--- src/rtl/hilo_pkg.sv ---
// rtl/hilo_pkg.sv - shared types and constants for the HI/LO register block
// Contents: hilo_state_t (ST_IDLE, ST_BUSY), default watchdog timeout and
// counter width, reset values for HI and LO.
package hilo_pkg;

  typedef enum logic {
    ST_IDLE = 1'b0,
    ST_BUSY = 1'b1
  } hilo_state_t;

  localparam int HILO_TIMEOUT = 40;
  localparam int HILO_CNT_W   = 6;

  localparam logic [31:0] HILO_RST_HI = 32'h0000_0000;
  localparam logic [31:0] HILO_RST_LO = 32'h0000_0000;

endpackage

--- src/rtl/hilo_if.sv ---
// rtl/hilo_if.sv - request/response bundle between execute stage and hilo_ctrl
// master: drives md_start, md_done, md_dz, md_hi, md_lo, mthi, mtlo, wdata,
//         mfhi, mflo; observes rdata, hi, lo, stall, busy, dz_err, to_err.
// slave:  the opposite directions (used by hilo_ctrl).
interface hilo_if;

  logic        md_start;
  logic        md_done;
  logic        md_dz;
  logic [31:0] md_hi;
  logic [31:0] md_lo;
  logic        mthi;
  logic        mtlo;
  logic [31:0] wdata;
  logic        mfhi;
  logic        mflo;
  logic [31:0] rdata;
  logic [31:0] hi;
  logic [31:0] lo;
  logic        stall;
  logic        busy;
  logic        dz_err;
  logic        to_err;

  modport master (
    output md_start, md_done, md_dz, md_hi, md_lo,
    output mthi, mtlo, wdata, mfhi, mflo,
    input  rdata, hi, lo, stall, busy, dz_err, to_err
  );

  modport slave (
    input  md_start, md_done, md_dz, md_hi, md_lo,
    input  mthi, mtlo, wdata, mfhi, mflo,
    output rdata, hi, lo, stall, busy, dz_err, to_err
  );

endinterface

--- src/rtl/hilo_watchdog.sv ---
// rtl/hilo_watchdog.sv - clear/enable cycle counter with expiry flag
// Ports: clk, rst (sync active-high), clr (hold count at 0), en (count this
// cycle), expire (enabled and count has reached TIMEOUT-1).
module hilo_watchdog #(
  parameter int TIMEOUT = 40,
  parameter int CNT_W   = 6
) (
  input  logic clk,
  input  logic rst,
  input  logic clr,
  input  logic en,
  output logic expire
);

  logic [CNT_W-1:0] cnt;

  always_ff @(posedge clk) begin
    if (rst || clr) begin
      cnt <= '0;
    end else if (en) begin
      cnt <= cnt + 1'b1;
    end
  end

  assign expire = en && (cnt == CNT_W'(TIMEOUT - 1));

endmodule

--- src/rtl/hilo_ctrl.sv ---
// rtl/hilo_ctrl.sv - HI/LO register pair with mul/div issue interlock
// Ports: clk, rst (sync active-high), bus (hilo_if.slave): mul/div handshake
// md_start/md_done/md_dz/md_hi/md_lo, moves mthi/mtlo/wdata, reads
// mfhi/mflo/rdata, status hi/lo/stall/busy/dz_err/to_err.
// Optional: HILO_BYPASS_EN forwards md_hi/md_lo to mfhi/mflo in the done cycle.
module hilo_ctrl
  import hilo_pkg::*;
#(
  parameter int TIMEOUT = HILO_TIMEOUT,
  parameter int CNT_W   = HILO_CNT_W
) (
  input  logic   clk,
  input  logic   rst,
  hilo_if.slave  bus
);

  hilo_state_t state, state_nxt;
  logic [31:0] hi_q, hi_d, lo_q, lo_d, rdata_c;
  logic        dz_q, dz_d, to_q, to_d, stall_c, fwd, wd_expire;
  logic        rd_req, wr_req;

  assign rd_req = bus.mfhi | bus.mflo;
  assign wr_req = bus.mthi | bus.mtlo;

  hilo_watchdog #(.TIMEOUT(TIMEOUT), .CNT_W(CNT_W)) u_wd (
    .clk    (clk),
    .rst    (rst),
    .clr    (state == ST_IDLE),
    .en     (state == ST_BUSY),
    .expire (wd_expire)
  );

  always_comb begin
    state_nxt = state;
    hi_d      = hi_q;
    lo_d      = lo_q;
    dz_d      = dz_q;
    to_d      = to_q;
    stall_c   = 1'b0;
    fwd       = 1'b0;
    rdata_c   = 32'h0;
    case (state)
      ST_IDLE: begin
        // md_start outranks moves, moves outrank reads; losers are stalled.
        if (bus.md_start) begin
          state_nxt = ST_BUSY;
          stall_c   = wr_req | rd_req;
        end else if (wr_req) begin
          if (bus.mthi) hi_d = bus.wdata;
          if (bus.mtlo) lo_d = bus.wdata;
          stall_c = rd_req;
        end
      end
      ST_BUSY: begin
`ifdef HILO_BYPASS_EN
        fwd = bus.md_done & ~bus.md_dz;
`endif
        stall_c = bus.md_start | wr_req | (rd_req & ~fwd);
        if (bus.md_done) begin
          state_nxt = ST_IDLE;
          if (bus.md_dz) begin
            dz_d = 1'b1;
          end else begin
            hi_d = bus.md_hi;
            lo_d = bus.md_lo;
          end
        end else if (wd_expire) begin
          state_nxt = ST_IDLE;
          to_d      = 1'b1;
        end
      end
      default: state_nxt = ST_IDLE;
    endcase
    if (bus.mfhi) begin
      rdata_c = fwd ? bus.md_hi : hi_q;
    end else if (bus.mflo) begin
      rdata_c = fwd ? bus.md_lo : lo_q;
    end
  end

  always_ff @(posedge clk) begin
    if (rst) begin
      state <= ST_IDLE;
      hi_q  <= HILO_RST_HI;
      lo_q  <= HILO_RST_LO;
      dz_q  <= 1'b0;
      to_q  <= 1'b0;
    end else begin
      state <= state_nxt;
      hi_q  <= hi_d;
      lo_q  <= lo_d;
      dz_q  <= dz_d;
      to_q  <= to_d;
    end
  end

  assign bus.rdata  = rdata_c;
  assign bus.hi     = hi_q;
  assign bus.lo     = lo_q;
  assign bus.stall  = stall_c;
  assign bus.busy   = (state == ST_BUSY);
  assign bus.dz_err = dz_q;
  assign bus.to_err = to_q;

endmodule

--- src/flat_wrapper.sv ---
// flat-port wrapper written by rule: the top's interface ports become plain ports
module hilo_ctrl_flat import hilo_pkg::*;
#(
  parameter int TIMEOUT = HILO_TIMEOUT,
  parameter int CNT_W   = HILO_CNT_W
)
  (clk, rst, bus_md_start, bus_md_done, bus_md_dz, bus_md_hi, bus_md_lo, bus_mthi, bus_mtlo, bus_wdata, bus_mfhi, bus_mflo, bus_rdata, bus_hi, bus_lo, bus_stall, bus_busy, bus_dz_err, bus_to_err);
  hilo_if bus_i ();
  input  logic clk;
  input  logic rst;
  input wire logic [$bits(bus_i.md_start)-1:0] bus_md_start;
  input wire logic [$bits(bus_i.md_done)-1:0] bus_md_done;
  input wire logic [$bits(bus_i.md_dz)-1:0] bus_md_dz;
  input wire logic [$bits(bus_i.md_hi)-1:0] bus_md_hi;
  input wire logic [$bits(bus_i.md_lo)-1:0] bus_md_lo;
  input wire logic [$bits(bus_i.mthi)-1:0] bus_mthi;
  input wire logic [$bits(bus_i.mtlo)-1:0] bus_mtlo;
  input wire logic [$bits(bus_i.wdata)-1:0] bus_wdata;
  input wire logic [$bits(bus_i.mfhi)-1:0] bus_mfhi;
  input wire logic [$bits(bus_i.mflo)-1:0] bus_mflo;
  output wire logic [$bits(bus_i.rdata)-1:0] bus_rdata;
  output wire logic [$bits(bus_i.hi)-1:0] bus_hi;
  output wire logic [$bits(bus_i.lo)-1:0] bus_lo;
  output wire logic [$bits(bus_i.stall)-1:0] bus_stall;
  output wire logic [$bits(bus_i.busy)-1:0] bus_busy;
  output wire logic [$bits(bus_i.dz_err)-1:0] bus_dz_err;
  output wire logic [$bits(bus_i.to_err)-1:0] bus_to_err;
  assign bus_i.md_start = bus_md_start;
  assign bus_i.md_done = bus_md_done;
  assign bus_i.md_dz = bus_md_dz;
  assign bus_i.md_hi = bus_md_hi;
  assign bus_i.md_lo = bus_md_lo;
  assign bus_i.mthi = bus_mthi;
  assign bus_i.mtlo = bus_mtlo;
  assign bus_i.wdata = bus_wdata;
  assign bus_i.mfhi = bus_mfhi;
  assign bus_i.mflo = bus_mflo;
  assign bus_rdata = bus_i.rdata;
  assign bus_hi = bus_i.hi;
  assign bus_lo = bus_i.lo;
  assign bus_stall = bus_i.stall;
  assign bus_busy = bus_i.busy;
  assign bus_dz_err = bus_i.dz_err;
  assign bus_to_err = bus_i.to_err;
  hilo_ctrl #(.TIMEOUT(TIMEOUT), .CNT_W(CNT_W)) u_core (.clk(clk), .rst(rst), .bus(bus_i));
endmodule
--- config.mk ---
export PLATFORM = sky130hd
export DESIGN_NAME = hilo_ctrl_flat
export DESIGN_NICKNAME = d
export VERILOG_FILES = /design/src/rtl/hilo_pkg.sv /design/src/rtl/hilo_if.sv /design/src/rtl/hilo_watchdog.sv /design/src/rtl/hilo_ctrl.sv /design/src/flat_wrapper.sv
export SDC_FILE = /design/constraint.sdc
export NUM_CORES = 1
export LEC_CHECK = 0
export BUFFER_PORTS_ARGS = -buffer_cell sky130_fd_sc_hd__buf_2
export CAP_MARGIN = 10
export CORE_MARGIN = 3
export CORE_UTILIZATION = 42
export DETAILED_ROUTE_END_ITERATION = 10
export PLACE_DENSITY = 0.74
export SYNTH_ARGS = -nofsm -noshare
export SYNTH_HDL_FRONTEND = slang
export SYNTH_HIERARCHICAL = 1
export SYNTH_SLANG_ARGS = --single-unit
--- constraint.sdc ---
create_clock -name clk -period 3.4 [get_ports clk]
set_input_delay 0.34 -clock clk [delete_from_list [all_inputs] [get_ports clk]]
set_output_delay 0.34 -clock clk [all_outputs]
set_load 0.01 [all_outputs]
==> impl_metrics.toml <==
[status]
outcome = "finished clean"

[global_route]
overflow = 0
grt_use_total_pct = 22.9
grt_pass1_wl_mm = 20.8
antenna_found_initial = 0
grt_max_degree = 52
grt_pass1_vias = 4059

[cells_and_area]
drive_above_1_share_pct = 47.1
multi_input_area_mm2 = 0.00240
fin_area_mm2 = 0.00535
fill_cells = 870
antenna_cells = 0
syn_to_final_growth_pct = 29.5
nets = 730
regArea_mm2 = 0.00147

[worst_setup_path]
critPathKind = "flop to flop"
crit_path_start_kind = "flop"
cp-end-kind = "flop"
crit_arrival_ps = 2560
cp_data_required_time_ps = 3660
crit_fanout = 42

[drt]
antenna_left = 0
drt-total-wl_mm = 12.9
drtPass1Iterations = 4
route.detailed.drc = 0
wl_per_cell_um = 17.0
vias_per_cell = 5.37
vias = 4070
first_iter_violations = 188

[cts]
clkLatencyLatePin_ps = 330
clock-root-buffer = "clkbuf_8"
cts.sinks = 73
ctsHoldBuffers = 0
cts_resized = 0
cts_setup_buffers = 0
cts_tree = "done"
clock_path_buffers = 2
cts_max_level = 3
clkTransAtPathRegs_ps = 80
cts_buffers = 9

[die]
start_util_pct = 43.9
coreArea_mm2 = 0.00942
dieArea_mm2 = 0.0111
fp-row-count = 35
dieWidth_um = 105
fp.dieH_um = 105
pin_count = 205

[sta]
timing.final.crit_share_pct = 67.4
fin_crit_ps = 2290
finalSetupViolCount = 0
hold_viol = 0
slew_headroom_pct = 33.5
skew_ps = 7.45
fin_tns_setup_ps = 0
rsz0062_at_grt = "false"
finalMaxSlewViolations = 0
max_freq_mhz = 436
tightest_slew_ps = 997

[synthesis]
synthesis.nets = 556
ys_types = 30
muxShareOfSynthArea_pct = 15.7
synth-simple-area-share_pct = 17.1
synth_warnings = 6
avgSynthCellArea_um2 = 9.18
synth-seq-area-share_pct = 35.4
synth_seq_cells = 73
synth_top_family_by_area = "compound AO/OA/AOI/OAI gates"
netlist_area_mm2 = 0.00413
syn_inst = 450
synth-xor-area-share_pct = 0.848
synth_compound_area_share_pct = 23.9
synthAdderAreaFrac_pct = 0.303

[placement]
detailed_place_hpwl_mm = 9.21
finalWeightedCongestion = 0.848
placed_cell_area_mm2 = 0.00512
numPortBuffers = 204

[pwr]
leakage_nw = 2.31
powerDensity_mw_per_mm2 = 435
peakVddDrop_uv = 212

[run]
drv_cap = 0

[min_path]
hold_path.class = "input port to flop"
## logic make-up (layout without fill, tap and decap cells)
group | Yosys count | after routing
DFF | 73 | 73
adders and majority gates | 1 | 1
xor gates and xnor gates | 4 | 4
and+or+nand+nor | 152 | 152
AOI/OAI and AO/OA | 104 | 104
buffers and inverters | 51 | 230
muxes | 65 | 65
## routing by layer
layer	track usage (%)	vias up	routed length [um]
met5	0	-	0
met4	5.81	0	48
met3	4.88	4	1050
met2	38.4	187	6360
met1	29.9	1902	5440
li1	-	1977	-
## flip-flops by register name, indices dropped and copies added, names as in the netlist
name,flops
u_core/bus.busy,1
u_core/bus.dz_err,1
u_core/bus.hi,32
u_core/bus.lo,32
u_core/bus.to_err,1
u_core/u_wd/cnt,6
## cell usage after synthesis
cell type	count	area share (%)
nand3_1	1	0.12
dfxtp_1	73	35
a2bb2oi_1	1	0.21
or3_1	1	0.15
nor3b_1	1	0.18
buf_4	3	0.54
nor4b_1	1	0.21
nor2_1	9	0.82
nor3b_2	2	0.61
mux2i_1	65	16
buf_2	20	2.4
clkbuf_1	18	1.6
ha_1	1	0.30
a211oi_2	60	18
nand4_2	1	0.30
and3b_1	1	0.21
xor2_1	3	0.64
nor3_1	65	7.9
a211oi_1	4	0.73
a31oi_1	2	0.30
buf_6	7	1.9
a21oi_1	3	0.36
o21ai_0	34	4.1
xnor2_1	1	0.21
or2_2	1	0.15
nand4_1	1	0.15
nand2_1	66	6.0
or2_1	2	0.30
inv_1	2	0.18
buf_1	1	0.091
## cell usage in the layout, fill, tap and decap left out, types with 3 or more instances in the layout
cell type / synthesis / routed
nor3_1: 65 / 65
or2_2: 1 / 3
a211oi_2: 60 / 60
mux2i_1: 65 / 65
xor2_1: 3 / 3
dfxtp_1: 73 / 72
buf_2: 20 / 203
buf_4: 3 / 9
a21oi_1: 3 / 3
o21ai_0: 34 / 34
clkbuf_8: 0 / 11
a211oi_1: 4 / 4
nand2_1: 66 / 66
nor2_1: 9 / 9
## path summary, 6_finish.rpt
| path | start | to | slack, ps | depth (start not counted) |
|---|---|---|---|---|
| max | u_core/bus.busy$_SDFF_PP0_ | u_core/u_wd/cnt[5]$_SDFFE_PP0P_ | 1110 | 4 |
| min | bus_md_dz | u_core/bus.dz_err$_SDFFE_PP0P_ | 300 | 3 |
| max reg2reg | u_core/bus.busy$_SDFF_PP0_ | u_core/u_wd/cnt[5]$_SDFFE_PP0P_ | 1110 | 4 |
| min reg2reg | u_core/bus.to_err$_SDFFE_PP0P_ | u_core/bus.to_err$_SDFFE_PP0P_ | 500 | 2 |
## stage by stage
step | util, % | worst slack (ps) | hold WS (ps) | power [mW] | std cells
floorplan | - | 1790 | 453 | 1.37 | 450
global placement | 54.4 | 1230 | 461 | 1.57 | 742
detailed placement | 54.4 | 1130 | 481 | 1.59 | 742
CTS | 56.8 | 1100 | 266 | 2.36 | 758
global route | 56.8 | 941 | 276 | 2.46 | 758
finish | 56.8 | 1110 | 296 | 2.33 | 758
## report_power, final
| part | switching, mW | internal (mW) |
|---|---|---|
| Clock | 0.313 | 0.451 |
| Combinational | 0.321 | 0.251 |
| Sequential | 0.0709 | 0.923 |
## worst max-delay path: stages, from the launching register on
cell and delay (ps):
dfxtp_4 750, buf_4 670, nand4_2 210, or3_1 390, a21oi_1 150
## cell type report
| type | count | area share, % |
|---|---|---|
| Sequential cell | 73 | 27.4 |
| Multi-Input combinational cell | 326 | 44.9 |
| Inverter | 2 | 0.140 |
| Timing Repair Buffer | 212 | 20.2 |
| Clock buffer | 11 | 2.83 |
| Tap cell | 129 | 3.02 |
| Clock inverter | 5 | 1.45 |
Power figures use the tool's default switching activity.
